## src/rtl/pipe_result_accum.sv

```systemverilog
// pipe_result_accum
//   Groups the result stream of an upstream arithmetic pipeline into windows
//   of WIN samples. For each window it reports the unsigned sum and the
//   maximum sample through a one-deep output slot.
//
//   The upstream pipeline cannot stall, so every valid sample is accepted.
//   A completed window is dropped when the output slot is still occupied.
//   That drop sets the sticky overrun flag.
//
// Ports
//   clk        sole clock, rising edge
//   rst_n      synchronous reset, ACTIVE-HIGH (1 = reset; the name is historical)
//   in_valid   in_data carries a result this cycle
//   in_data    8-bit unsigned result
//   flush      discard the partial window (the output slot is unaffected)
//   out_ready  consumer takes out_sum/out_max this cycle
//   out_valid  out_sum/out_max hold a completed window
//   out_sum    SW-bit window sum
//   out_max    window maximum
//   overrun    sticky: a completed window was dropped; cleared only by reset
module pipe_result_accum #(
    parameter int WIN = 4,   // 2, 4, 8 or 16
    parameter int SW  = 12   // 16*255 fits in 12 bits
) (
    input  logic          clk,
    input  logic          rst_n,
    input  logic          in_valid,
    input  logic [7:0]    in_data,
    input  logic          flush,
    input  logic          out_ready,
    output logic          out_valid,
    output logic [SW-1:0] out_sum,
    output logic [7:0]    out_max,
    output logic          overrun
);

    localparam int             CW   = $clog2(WIN);
    localparam logic [CW-1:0]  LAST = CW'(WIN - 1);

    logic [SW-1:0] acc_sum;
    logic [7:0]    acc_max;
    logic [CW-1:0] cnt;

    logic          done;
    logic          slot_free;
    logic [SW-1:0] final_sum;
    logic [7:0]    final_max;

    // The final values include the sample arriving this cycle.
    // As a result, the window result is ready on the edge after its last sample.
    always_comb begin
        final_sum = acc_sum + SW'(in_data);
        final_max = (in_data > acc_max) ? in_data : acc_max;
        done      = in_valid && !flush && (cnt == LAST);
        slot_free = !out_valid || out_ready;
    end

    always_ff @(posedge clk) begin
        if (rst_n) begin
            acc_sum   <= '0;
            acc_max   <= '0;
            cnt       <= '0;
            out_valid <= 1'b0;
            out_sum   <= '0;
            out_max   <= '0;
            overrun   <= 1'b0;
        end else begin
            // Accumulator: flush wins over a simultaneous sample.
            if (flush || done) begin
                acc_sum <= '0;
                acc_max <= '0;
                cnt     <= '0;
            end else if (in_valid) begin
                acc_sum <= final_sum;
                acc_max <= final_max;
                cnt     <= cnt + 1'b1;
            end

            // Output slot: a completion in the consumer's accept cycle
            // replaces the old result rather than clearing out_valid.
            if (done && slot_free) begin
                out_valid <= 1'b1;
                out_sum   <= final_sum;
                out_max   <= final_max;
            end else if (done) begin
                overrun   <= 1'b1;
            end else if (out_valid && out_ready) begin
                out_valid <= 1'b0;
            end
        end
    end

endmodule

```

## config.mk

```make
export PLATFORM = sky130hd
export DESIGN_NAME = pipe_result_accum
export DESIGN_NICKNAME = d
export VERILOG_FILES = /design/src/rtl/pipe_result_accum.sv
export SDC_FILE = /design/constraint.sdc
export NUM_CORES = 1
export LEC_CHECK = 0
export ABC_AREA = 1
export CAP_MARGIN = 15
export CORE_AREA = 2 2 94 78
export DETAILED_ROUTE_END_ITERATION = 8
export DIE_AREA = 0 0 96 80
export PLACE_DENSITY_LB_ADDON = 0.15
export SETUP_SLACK_MARGIN = 0.5
export SYNTH_ARGS = -nofsm -noshare
export SYNTH_HDL_FRONTEND = slang
export SYNTH_SLANG_ARGS = --single-unit
export TNS_END_PERCENT = 30
```

## constraint.sdc

```tcl
create_clock -name clk -period 1.95 [get_ports clk]
set_input_delay 0.585 -clock clk [delete_from_list [all_inputs] [get_ports clk]]
set_output_delay 0.585 -clock clk [all_outputs]
set_load 0.03 [all_outputs]
```

; Word level (Yosys, flattened, before mapping)
; Index checks and enable logic that the tools add are counted.
; Widths: inputs -> output; s select.
[totals]
wordCells = 29
output_inout_bits = 22
reg_bits = 44
inputBits = 13
[classes]
bitwise = 1
order_cmp = 1
reduce_logical = 12
add_sub_neg = 2
n_eq_ne = 2
muxes = 4
[op_table]
columns = op, n
row1 = $add 12x8->12, 1
row2 = $gt 8x8->1, 1
row3 = $mux 8, 1
row4 = $logic_and 1x1->1, 4
row5 = $reduce_and 2->1, 2
row6 = $mux 1, 3
row7 = $add 2x1->2 const B, 1
row8 = $eq 2x2->1 const B, 1
row9 = $logic_not 1->1, 2
row10 = $logic_or 1x1->1, 2
row11 = $ne 2x1->1 const B, 1
row12 = $reduce_bool 2->1, 1
row13 = $reduce_or 2->1, 1
row14 = $not 1->1, 1

; Logic depth before layout (Yosys ltp)
; Gate-level depths: netlist (run 1).
[logic_depth]
word_depth = 6
depth_mapped = 14
ltp_nobuf = 14

; Least setup slack after synthesis (run 1)
; No wires, ideal clock.
[synth_path]
path_kind = input -> register
from = in in_data[0]
to = reg out_sum[6]
t_arrival_ns = 1.786
n_path_buf = 0
setup_ns = 0.109
cell_stages = 8
slack_ns = 0.055
t_required_ns = 1.841
path_cell_list = ha_1 > fa_1 > a21oi_2 > o21ai_0 > nand2_1 > nand3_1 > nand2_1 > inv_1
[synth_between]
elab_chain_len = 1
[synth_lines]
columns = item, line_no
row1 = from (decl), 28  ; input logic [7:0] in_data,
row2 = $add 12x8->12, 52  ; final_sum = acc_sum + SW'(in_data);
row3 = to (signal assigned), 83  ; out_sum <= final_sum;
row4 = to (decl), 32  ; output logic [SW-1:0] out_sum,
; Every way passes these cells.
; A chain may end at the register's enable or synchronous reset.

; Worst setup path after layout (run 1)
[layout_path]
from = in in_data[2]
to = reg out_max[4]
[layout_between]
elab_chain_len = 2
[layout_lines]
columns = item, line_no
row1 = $gt 8x8->1, 53  ; final_max = (in_data > acc_max) ? in_data : acc_max;
row2 = $mux 8, 53
row3 = to (signal assigned), 84  ; out_max <= final_max;
row4 = to (decl), 33  ; output logic [7:0] out_max,
; Every way passes these cells.

==> run summary, run 1 <==
Status - completed
YS warnings - 0
Fmax - 600.0 MHz
Most common cell after layout, fill and taps aside - nor2_1
Syn nets - 419
Hold Vio Cnt, Final - 0
Via total after detailed routing - 2721
1st-pass router iterations - 4
Fill cells - 584
Io pins - 35
Dpl hpwl - 5139 µm
Worst-path cell chain - buf_4, ha_4, nand2_2, inv_2, nand2_1, nand2_1, nand2_2, nand2_4, nand2_8, nand2_4, nand3_2, nand2_1, inv_1
Synth Area per Inst - 6.759 µm²
Critical path type - primary input to flop
EDFF count, synth - 0
Total Nets Final - 500
Initial Util - 39.01%
CP Launch Type - primary input
Flop pwr share - 43.6%
Pin count of the biggest net entering global routing - 27
Synthesized area - 0.002623 mm²
Tmin final - 1667 ps
Peak VDD IR - 0.0002809 V
Max Buffers Root-to-Sink - 2
Unrepaired setup endpoints after global routing - yes
CTS sink cnt - 44
Antenna viol nets, final - 0
CP peak stage delay - 260 ps
Top Family by Delay on Critical Path - simple AND/OR/NAND/NOR gates
Share of cells above drive strength 1 - 37.87%
First-pass GRT wire length - 12720 µm
CP Buf/Inv Count - 3
CTS buffer count - 5
Count of final max-slew check failures - 0
DRT Wirelength - 7652 µm
Switch Pwr - 0.6821 mW
Root buf cell - clkbuf_8
CP arrival - 1870 ps
Worst hold start - cnt[1]
Final setup fails - 0
Most frequent cells in the layout - nor2_1 (59), nand2_1 (56), inv_1 (49)
Synth cell types - 30
Detailed Route Iter0 Violations - 169
Via/cell ratio - 4.885
CP required - 2150 ps
Crit Reg-Reg Startpoint - acc_max[3]
Sw Ratio - 31.68%
Initial antenna violation count - 0
Worst-skew pair later-pin latency - 300 ps
CP max stage cell - ha_4
Reg-to-reg setup timing slack - 300 ps
Pint - 1.471 mW
FF-to-FF path depth - 13
DRC - 0
Gate power share - 26.5%
Syn Inst Count - 388
Antenna cells - 0
Hold-fix buffers at CTS - 0
Placed Instances - 532
Post-synth top flop - dfxtp_1
Num rows - 27
Max H-tree Level - 2
CTS tree - yes
Most frequent CP cell - nand2_1
Power density over the cells - 520.0 mW/mm²
Asr flop ratio synth - 0%
CP max FO - 8
Port bufs - 34
Yosys reg bits - 44
Reg-to-Reg End - out_max[4]
GR Overflow Total - 0
Die area - 0.007680 mm²
Fin util - 61.60%
Max Cap Viol - 0
Tcrit/Tclk final - 85.47%
Worst hold path class - flop to flop
Chip height - 80 µm
Chip width - 96 µm
Relative slew slack - 79.11%
Hold Crit Depth - 2
Worst slew pin tran - 314.5 ps
Global-route usage over all layers - 21.36%
Clk_skew - 11.38 ps
CORE AREA - 0.006723 mm²
Avg WL per Cell - 13.74 µm
Register area share after synthesis - 33.59%
CP Capture Type - flop
Clk pwr share - 29.9%
Post-Layout Cell Count - 557
Lkg Pwr - 2.024 nW
Area grow syn2layout - 57.92%
Hold worst-path end - cnt[1]
Vias in the first global route - 2644
Worst-path clk slew - 100 ps
GP Congestion - 0.8869
==> cells by family after synthesis <==
group                    Yosys count  synth area share [%]
AO/OA/AOI/OAI                     38                 7.968
XOR/XNOR                           6                 2.004
adder cells (fa/ha/maj)           18                 8.874
buffers and inverters             78                 12.31
flip-flops                        44                 33.59
AND/OR/NAND/NOR                  204                 35.26
==> registers in the layout, indices dropped and copies added, names as in the netlist <==
| register | cells |
|---|---|
| overrun | 1 |
| out_sum | 12 |
| out_max | 8 |
| out_valid | 1 |
| acc_sum | 12 |
| acc_max | 8 |
| cnt | 2 |
==> power groups by stage <==
stage / combinational, mW / clock [mW] / sequential [mW]
final: 0.571 / 0.644 / 0.939
after global routing: 0.619 / 0.702 / 0.942
after global placement: 0.398 / 0 / 0.957
after detailed placement: 0.401 / 0 / 0.957
after floorplan: 0.241 / 0 / 0.953
after CTS: 0.529 / 0.651 / 0.938
==> layout make-up <==
| class | instances | area [µm²] | area share (%) |
|---|---|---|---|
| Clock buffer | 6 | 82.58 | 1.994 |
| Clock inverter | 2 | 15.01 | 0.3625 |
| Inverter | 67 | 251.5 | 6.073 |
| Multi-Input combinational cell | 267 | 1974 | 47.67 |
| Sequential cell | 44 | 890.9 | 21.51 |
| Tap cell | 87 | 108.9 | 2.628 |
| Timing Repair Buffer | 84 | 818.3 | 19.76 |
==> synthesized netlist by cell type (2+ instances only) <==
library cell / number / area, µm²
nand2_4: 2 / 22.52
nor2_4: 2 / 22.52
dfxtp_1: 44 / 880.8
ha_1: 17 / 212.7
xnor2_1: 3 / 26.28
nand2_2: 8 / 50.05
nor2_1: 63 / 236.5
o21ai_0: 11 / 55.05
a21oi_1: 20 / 100.1
inv_1: 65 / 244.0
buf_4: 2 / 15.01
a21o_1: 2 / 15.01
nand4_1: 5 / 31.28
xor2_1: 3 / 26.28
buf_6: 2 / 22.52
nand3_1: 45 / 225.2
buf_2: 6 / 30.03
nand2_1: 75 / 281.5
o211ai_1: 2 / 15.01
==> worst min-delay path, stage by stage, from the launching register on <==
cell,delay [ps]
dfxtp_1,330
nand2_1,60
a21oi_1,50
==> worst max-delay path by stage <==
| stage | startpoint | end | slack (ps) | depth (start not counted) |
|---|---|---|---|---|
| final | in_data[2] | out_max[4] | 280 | 13 |
| after global routing | acc_max[3] | out_max[4] | 220 | 13 |
| after CTS | in_data[1] | out_sum[6] | 320 | 9 |
| after detailed placement | in_data[6] | out_sum[7] | -480 | 10 |
| after global placement | in_data[6] | out_sum[7] | -480 | 10 |
| after floorplan | in_data[0] | out_sum[6] | 190 | 8 |
==> per-stage QoR <==
| step | hold slack (ps) | power, mW | setup TNS [ps] | area [µm²] | setup WS, ps |
|---|---|---|---|---|---|
| final | 474.3 | 2.154 | 0 | 4141 | 283.3 |
| after CTS | 473.9 | 2.118 | 0 | 4009 | 325.0 |
| after detailed placement | 459.7 | 1.358 | -15090 | 3391 | -483.1 |
| after global placement | 455.0 | 1.355 | -14800 | 3391 | -480.2 |
| after global routing | 496.7 | 2.263 | 0 | 4141 | 215.8 |
| after floorplan | 443.7 | 1.194 | 0 | 2720 | 188.3 |
==> what timing repair did <==
item,CTS,global route
setup buffers,14,1
cloned,2,0
pin swaps,47,30
resized for setup,170,34
setup endpoints to repair,64,60
==> metal layers <==
metal  GRT usage (%)  vias to the layer above  routed length [µm]
met5               0                        -                   0
met4           3.286                        0                  36
met3           4.438                        5                 347
met2           33.96                       71                3445
met1           30.16                     1265                3823
li1                -                     1380                   -
Note: power is estimated with default switching activity, not from simulation.
==> inputs of run 2 (changes only) <==
--- a/config.mk
+++ b/config.mk
@@ -7,9 +7,9 @@
 export LEC_CHECK = 0
 export ABC_AREA = 1
 export CAP_MARGIN = 15
-export CORE_AREA = 2 2 94 78
+export CORE_AREA = 4 4 96 80
 export DETAILED_ROUTE_END_ITERATION = 8
-export DIE_AREA = 0 0 96 80
+export DIE_AREA = 0 0 100 84
 export PLACE_DENSITY_LB_ADDON = 0.15
 export SETUP_SLACK_MARGIN = 0.5
 export SYNTH_ARGS = -nofsm -noshare
==> run summary, run 2 (same netlist as run 1, synthesis figures left out) <==
Global-route usage over all layers - 19.09% (was 21.36%)
Root buf cell - clkbuf_8 (unchanged)
CP max FO - 8 (unchanged)
Initial antenna violation count - 0 (unchanged)
Max Cap Viol - 0 (unchanged)
Most frequent CP cell - nand2_4 (was nand2_1)
Via total after detailed routing - 2721 (unchanged)
Worst slew pin tran - 311.9 ps (was 314.5 ps)
Fmax - 592.0 MHz (was 600.0 MHz)
DRC - 0 (unchanged)
Design Power - 2.303 mW (was 2.154 mW)
Max H-tree Level - 2 (unchanged)
Tcrit/Tclk final - 86.62% (was 85.47%)
Clk_skew - 17.05 ps (was 11.38 ps)
Hold Vio Cnt, Final - 0 (unchanged)
1st-pass router iterations - 4 (unchanged)
Lkg Pwr - 2.035 nW (was 2.024 nW)
Dpl hpwl - 5236 µm (was 5139 µm)
CTS tree - yes (unchanged)
Die area - 0.008400 mm² (was 0.007680 mm²)
CP Capture Type - flop (unchanged)
CP Buf/Inv Count - 2 (was 3)
Num rows - 27 (unchanged)
Dpl cell area - 0.003386 mm² (was 0.003391 mm²)
Unrepaired setup endpoints after global routing - yes (unchanged)
CP required - 2180 ps (was 2150 ps)
Avg WL per Cell - 14.43 µm (was 13.74 µm)
CP Launch Type - flop (was primary input)
DRT Wirelength - 8141 µm (was 7652 µm)
First-pass GRT wire length - 12660 µm (was 12720 µm)
Io pins - 35 (unchanged)
Relative slew slack - 79.29% (was 79.11%)
Antenna cells - 0 (unchanged)
CP arrival - 1920 ps (was 1870 ps)
CTS sink cnt - 44 (unchanged)
Count of final max-slew check failures - 0 (unchanged)
Port bufs - 34 (unchanged)
Most common cell after layout, fill and taps aside - nor2_1 (unchanged)
CP max stage cell - dfxtp_2 (was ha_4)
Area grow syn2layout - 59.21% (was 57.92%)
Worst-skew pair later-pin latency - 330 ps (was 300 ps)
Most frequent cells in the layout - nor2_1 (61), nand2_1 (58), inv_1 (53) (was nor2_1 (59), nand2_1 (56), inv_1 (49))
Hold-fix buffers at CTS - 0 (unchanged)
Chip height - 84 µm (was 80 µm)
Detailed Route Iter0 Violations - 149 (was 169)
Via/cell ratio - 4.824 (was 4.885)
Total Nets Final - 507 (was 500)
Vias in the first global route - 2552 (was 2644)
CTS buffer count - 5 (unchanged)
CORE AREA - 0.006723 mm² (unchanged)
Top Family by Delay on Critical Path - simple AND/OR/NAND/NOR gates (unchanged)
Worst hold path class - flop to flop (unchanged)
Biggest regs - acc_sum (12), out_sum (12) (unchanged)
CP peak stage delay - 350 ps (was 260 ps)
Max Buffers Root-to-Sink - 2 (unchanged)
Worst-path cell chain - inv_2, ha_4, nand2_4, nor2_4, nand2_2, nand2_4, nand2_8, nand2_4, nand3_2, nand2_2, inv_1 (was buf_4, ha_4, nand2_2, inv_2, nand2_1, nand2_1, nand2_2, nand2_4, nand2_8, nand2_4, nand3_2, nand2_1, inv_1)
GR Overflow Total - 0 (unchanged)
Tmin final - 1689 ps (was 1667 ps)
GP Congestion - 0.8112 (was 0.8869)
Initial Util - 39.01% (unchanged)
Status - completed (unchanged)
Antenna viol nets, final - 0 (unchanged)
Pin count of the biggest net entering global routing - 23 (was 27)
Setup slack after placement - -522.3 ps (was -483.1 ps)
Worst-path clk slew - 110 ps (was 100 ps)
Critical path type - flop to flop (was primary input to flop)
Post-route setup slack - 260.9 ps (was 283.3 ps)
Post-Layout Inst Area - 0.004175 mm² (was 0.004141 mm²)
Final setup fails - 0 (unchanged)
Power density over the cells - 551.6 mW/mm² (was 520.0 mW/mm²)
Share of cells above drive strength 1 - 39.20% (was 37.87%)
Peak VDD IR - 0.0003099 V (was 0.0002809 V)
Chip width - 100 µm (was 96 µm)
==> run 2: changes by cell type in the layout (fill, tap and decap cells not counted), sizes merged <==
cell           change
buf                +7
bufinv             +1
clkdlybuf4s15     +10
clkbuf             -1
dlygate4sd2       -10
clkinvlp           -1
inv                +1
==> run 2: worst paths after layout <==
kind	endpoint	slack, ps	start	depth (start not counted)
setup / recovery	acc_max[2]	260	acc_max[7]	11
hold / removal	overrun	480	overrun	2
setup reg to reg	acc_max[2]	260	acc_max[7]	11
hold reg to reg	overrun	480	overrun	2
==> run 2: layer usage <==
layer	GRT usage [%]	share of wire, %	vias to the layer above
met3	4.595	5.2	9
met5	0	0	-
met4	5.998	1.4	0
li1	-	-	1388
met1	27.42	49	1252
met2	27.92	44	72
==> run 2: stage by stage <==
| stage | instances | util [%] | hold WS, ps | setup TNS [ps] |
|---|---|---|---|---|
| floorplan | 388 | - | 443.7 | 0 |
| global placement | 533 | 50.36 | 451.1 | -14990 |
| detailed placement | 533 | 50.36 | 457.9 | -16090 |
| CTS | 562 | 60.36 | 481.1 | 0 |
| global route | 564 | 62.11 | 519.3 | 0 |
| finish | 564 | 62.11 | 478.5 | 0 |
==> run 2: timing repair <==
action                     in CTS  in global routing
gates cloned                    2                  0
setup endpoints to repair      64                 60
resized for setup             195                 26
pin swaps                      61                 29
setup buffers                  19                  2
==> run 2: cell type report <==
type,count,area (µm²)
flip-flops and latches,44,892.1
repair buffers,91,883.3
clock buffers,5,68.82
fillers,548,2547
multi-input cells,267,1924
well taps,87,108.9
inverters,67,251.5
clock inverters,3,46.29
==> run 2: worst min-delay path, stage by stage, from the launching register on <==
cell     delay [ps]
dfxtp_1         340
a21oi_1          40
nor2_1           70
==> run 2: where the power goes <==
group / internal (mW) / total (mW) / switching [mW] / leakage (nW)
combinational: 0.274 / 0.590 / 0.316 / 1.62
clock: 0.387 / 0.774 / 0.387 / 0.0548
sequential: 0.920 / 0.939 / 0.0189 / 0.361
total: 1.58 / 2.30 / 0.722 / 2.03
==> inputs of run 3 (changes only) <==
--- a/config.mk
+++ b/config.mk
@@ -8,6 +8,7 @@
 export ABC_AREA = 1
 export CAP_MARGIN = 15
 export CORE_AREA = 4 4 96 80
+export CTS_CLUSTER_DIAMETER = 50
 export DETAILED_ROUTE_END_ITERATION = 8
 export DIE_AREA = 0 0 100 84
 export PLACE_DENSITY_LB_ADDON = 0.15
==> results of run 3 <==
No change in the layout: final DEF, timing and power equal those of run 2.
